File: src/rtl/fetch_unit.sv
// ============================================================================
// fetch_unit: RV32I instruction fetch front end with a 2-entry instruction buffer
// Optional macro: FETCH_MISALIGN_CHECK_EN (sticky misaligned-redirect halt)
// Revision: 1.0
// ============================================================================
`default_nettype none

module fetch_unit #(
  parameter logic [31:0] RESET_PC = 32'h0000_0000
) (
  input  logic        clk,
  input  logic        rst_n,
  output logic        imem_req_valid,
  input  logic        imem_req_ready,
  output logic [31:0] imem_req_addr,
  input  logic        imem_rsp_valid,
  input  logic [31:0] imem_rsp_data,
  input  logic        redirect_valid,
  input  logic [31:0] redirect_pc,
  output logic        inst_valid,
  input  logic        inst_ready,
  output logic [31:0] inst,
  output logic [31:0] inst_pc,
  output logic [4:0]  inst_opcode,
  output logic [2:0]  inst_func3,
  output logic        inst_30,
  output logic        fetch_misalign
);

  localparam logic [31:0] C_NOP = 32'h0000_0013;

  typedef enum logic [1:0] {
    ST_IDLE     = 2'd0,
    ST_WAIT_RSP = 2'd1,
    ST_DRAIN    = 2'd2
  } state_t;

  state_t      r_state;
  logic [31:0] r_pc;
  logic [31:0] r_req_pc;
  logic [1:0]  r_count;
  logic        r_rd_ptr;
  logic        r_wr_ptr;
  logic [31:0] r_fifo_pc   [2];
  logic [31:0] r_fifo_inst [2];

  logic [31:0] w_redirect_pc;
  logic        w_halted;
  logic        w_req_fire;
  logic        w_push;
  logic        w_pop;

`ifdef FETCH_MISALIGN_CHECK_EN
  logic r_misalign;

  assign w_redirect_pc  = redirect_pc;
  assign w_halted       = r_misalign;
  assign fetch_misalign = r_misalign;

  always_ff @(posedge clk) begin
    if (!rst_n) begin
      r_misalign <= 1'b0;
    end else if (redirect_valid && (redirect_pc[1:0] != 2'b00)) begin
      r_misalign <= 1'b1;
    end
  end
`else
  logic w_unused_redirect_lsbs;

  assign w_redirect_pc          = {redirect_pc[31:2], 2'b00};
  assign w_unused_redirect_lsbs = ^redirect_pc[1:0];
  assign w_halted               = 1'b0;
  assign fetch_misalign         = 1'b0;
`endif

  // Requests are gated by reset so nothing is offered until the first released cycle.
  assign imem_req_valid = rst_n && (r_state == ST_IDLE) && (r_count != 2'd2)
                          && !w_halted && !redirect_valid;
  assign imem_req_addr  = {r_pc[31:2], 2'b00};
  assign w_req_fire     = imem_req_valid && imem_req_ready;

  assign inst_valid  = (r_count != 2'd0);
  assign inst        = inst_valid ? r_fifo_inst[r_rd_ptr] : C_NOP;
  assign inst_pc     = inst_valid ? r_fifo_pc[r_rd_ptr] : 32'h0000_0000;
  assign inst_opcode = inst[6:2];
  assign inst_func3  = inst[14:12];
  assign inst_30     = inst[30];

  assign w_push = (r_state == ST_WAIT_RSP) && imem_rsp_valid;
  assign w_pop  = inst_valid && inst_ready;

  always_ff @(posedge clk) begin
    if (!rst_n) begin
      r_state  <= ST_IDLE;
      r_pc     <= RESET_PC;
      r_req_pc <= 32'h0000_0000;
      r_count  <= 2'd0;
      r_rd_ptr <= 1'b0;
      r_wr_ptr <= 1'b0;
    end else if (redirect_valid) begin
      // Flush everything; a response landing this cycle belongs to the old path.
      r_pc     <= w_redirect_pc;
      r_count  <= 2'd0;
      r_rd_ptr <= 1'b0;
      r_wr_ptr <= 1'b0;
      case (r_state)
        ST_WAIT_RSP: r_state <= imem_rsp_valid ? ST_IDLE : ST_DRAIN;
        ST_DRAIN:    r_state <= imem_rsp_valid ? ST_IDLE : ST_DRAIN;
        default:     r_state <= ST_IDLE;
      endcase
    end else begin
      case (r_state)
        ST_IDLE: begin
          if (w_req_fire) begin
            r_req_pc <= r_pc;
            r_pc     <= r_pc + 32'd4;
            r_state  <= ST_WAIT_RSP;
          end
        end
        ST_WAIT_RSP: begin
          if (imem_rsp_valid) begin
            r_state <= ST_IDLE;
          end
        end
        ST_DRAIN: begin
          if (imem_rsp_valid) begin
            r_state <= ST_IDLE;
          end
        end
        default: r_state <= ST_IDLE;
      endcase

      if (w_push) begin
        r_fifo_pc[r_wr_ptr]   <= r_req_pc;
        r_fifo_inst[r_wr_ptr] <= imem_rsp_data;
        r_wr_ptr              <= ~r_wr_ptr;
      end
      if (w_pop) begin
        r_rd_ptr <= ~r_rd_ptr;
      end

      case ({w_push, w_pop})
        2'b10:   r_count <= r_count + 2'd1;
        2'b01:   r_count <= r_count - 2'd1;
        default: r_count <= r_count;
      endcase
    end
  end

endmodule

`default_nettype wire

File: config.mk
export PLATFORM = sky130hd
export DESIGN_NAME = fetch_unit
export DESIGN_NICKNAME = d
export VERILOG_FILES = /design/src/rtl/fetch_unit.sv
export SDC_FILE = /design/constraint.sdc
export NUM_CORES = 1
export LEC_CHECK = 0
export BUFFER_PORTS_ARGS = -buffer_cell sky130_fd_sc_hd__buf_2
export CAP_MARGIN = 20
export CORE_MARGIN = 2
export CORE_UTILIZATION = 46
export DETAILED_ROUTE_END_ITERATION = 16
export PLACE_DENSITY = 0.78
export SETUP_SLACK_MARGIN = 0.4
export SYNTH_ARGS = -nofsm -noshare
export SYNTH_HDL_FRONTEND = slang
export SYNTH_SLANG_ARGS = --single-unit
File: constraint.sdc
create_clock -name clk -period 12.04 [get_ports clk]
set_input_delay 0.602 -clock clk [delete_from_list [all_inputs] [get_ports clk]]
set_output_delay 0.602 -clock clk [all_outputs]
set_load 0.005 [all_outputs]
==> metrics <==
area of the multi-input gates=2680 µm²; vias in the first global route=5146; CTS tree=built; Worst-Skew Late Latency=420 ps; GR Util met1=24.0%; via count=5342; post-CTS resize count=0; Post-DP Area=8980 µm²; leakage power=0.00349 µW; Placeable Area=17200 µm²; Global Route Usage Sum=18.5%; Post-synth EDFFs=124; worst vdd ir=0.103 mV; Syn Inst Count=658; cell area after layout=9550 µm²; launch point of the critical path=rst_n; Placement Setup Slack=8510 ps; fin worst setup slack=8970 ps; Starting Density=46.6%; CP Data Required Time=12310 ps; Worst-path clk slew=70 ps; MaxCap Viol Count=0; final setup TNS=0 ps; CTS buffer count=17; register area=5070 µm²; Setup crit end kind=flop; Synth Register Bits=191; ANT cells=0; Sink Count=191; hold crit path type=in2reg; setup bufs post-CTS=0; area grow syn2layout=19.2%; first-pass GRT wire length=26200 µm; final-report max-slew violation count=0; Fillers=1482; run status=complete, no violations; initial antenna violation count=0; top cells by count, synth=edfxtp_1 (124), nand2_1 (84), dfxtp_1 (67); dominant cells by area after synthesis=edfxtp_1 (46%), dfxtp_1 (17%), mux2i_1 (7.9%); Top Usage Layer GRT=met2; CTS H-tree depth=4; Yosys top cell by area=edfxtp_1; fin nets=882; Core Rows=48; die width=136 µm; PwrDens=136 nW/µm²; most common cell in the synthesized netlist=edfxtp_1; top_reg_cell synth=edfxtp_1; cts hold-fix bufs=0; Hold Vio Cnt, Final=0; height of the die=136 µm; post-route minimum period=3070 ps; R2R Setup Slk=9250 ps; crit path kind=in2reg; total gr overflow=0; top cell type's share of synthesized area=46.5%; Die Footprint=18500 µm²; FF-to-FF End=r_pc[27]; RSZ-0062 raised after global routing=no; setup violators final=0; Ports=178; routed wire length=16700 µm; Hold EP=r_fifo_inst[1][29]; fin crit share=25.5%; ys async rst share=0%; Root Buffer=clkbuf_16; cells on worst reg2reg path=7; met2 Track Usage GR=30.6%; routing usage on met3=3.39%; Hold Path Origin=imem_rsp_data[29]; Antenna Nets Post-Route=0; global placer's final weighted congestion=0.791; sequential area share after synthesis=63.2%; RR Startpoint=r_state[0]; # DRC=0; Via density=5.11; routed len/inst=16.0 µm; WHS Path Cells=1; Crit Path Max Fanout=63; Max Freq=325 MHz; Ys Warns=0; initial drt markers=304; syn_area_per_cell=12.2 µm²; fraction of layout cells with a size suffix above 1=28.1%; IO Port Bufs=170; area of the mapped netlist=8010 µm²; CP arrival=3350 ps; drt pass-1 iters=4; clock skew=7.87 ps; Slew Limit Headroom=34.0%; largest net degree at the start of global routing=64; Slew @ Worst Pin=989 ps; CTS max path bufs=2; synth unique cells=47; Startpoint Class=input port; post-DP HPWL=10800 µm
critical path, cell delays in order:
cell	delay, ps
buf_2	740
nand2b_1	510
nor3_4	680
buf_4	380
nand3_1	130
xor2_1	180
a21oi_1	90
stage by stage:
step                cells  util, %  hold slack, ps  power, µW
global placement     1012     52.1             432        800
CTS                  1045     55.4             347       1310
global route         1046     55.6             346       1350
detailed placement   1013     52.3             438        804
finish               1046     55.6             364       1300
floorplan             662        -             425        770
cell usage in the layout (no fill, tap or decap), drive strengths merged, types with 2 or more instances in the layout:
cell / netlist / final
a21oi: 19 / 19
xor2: 12 / 12
and4: 4 / 4
nand2: 85 / 85
a21boi: 30 / 30
nor2b: 2 / 2
edfxtp: 124 / 124
o21ai: 28 / 28
inv: 10 / 11
buf: 29 / 177
and3: 2 / 2
nor4: 11 / 11
mux2i: 63 / 63
o211a: 5 / 5
nor3: 6 / 6
conb: 1 / 5
nand3: 13 / 13
and2: 10 / 10
dfxtp: 67 / 67
clkbuf: 21 / 22
nor2: 66 / 66
clkinv: 0 / 7
clkinvlp: 0 / 2
nand4: 11 / 11
nand2b: 7 / 7
ha: 4 / 4
xnor2: 19 / 19
cell families (layout without fill, tap and decap cells):
kind of cell	after synthesis	after routing	synth area share (%)
flip-flops	191	191	63.2
AO/OA/AOI/OAI	89	89	7.06
other	1	5	0.0468
buffers and inverters	60	219	3.70
XOR/XNOR	31	31	3.39
adder cells (fa/ha/maj)	4	4	0.625
multiplexers	63	63	7.87
AND/OR/NAND/NOR	219	219	14.1
routing by layer:
metal / vias to the layer above / part of all wire (%) / routed length, µm
met5: - / 0 / 0
met4: 0 / 1.9 / 324
met3: 23 / 6.1 / 1020
met2: 182 / 49 / 8150
met1: 2532 / 43 / 7240
li1: 2605 / - / -
worst max path at each step:
stage	endpoint	cells past startpoint
after global placement	r_pc[7]	7
after detailed placement	r_pc[13]	7
final	r_pc[13]	7
after floorplan	r_fifo_inst[0][0]	4
after global routing	r_pc[7]	7
after CTS	r_pc[13]	7
state kept, by name (all words and copies together), names as in the netlist, named ones only:
register / flops
r_fifo_inst: 64
r_fifo_pc: 60
r_pc: 30
r_req_pc: 30
r_count: 2
r_state: 2
r_rd_ptr: 1
r_wr_ptr: 1
final cells by class:
cell class,count,share of cell area (%)
clock inverter,10,0.655
sequential,191,53.1
inverter,10,0.393
tap,225,2.95
multi-input combinational,411,28.1
timing repair buffer,177,9.88
clock buffer,22,4.97
power by group:
group          total (µW)  internal (µW)  switching (µW)
Combinational        69.2           31.3            37.9
Clock                 509            279             230
Sequential            720            706            14.8
Power figures use the tool's default switching activity.
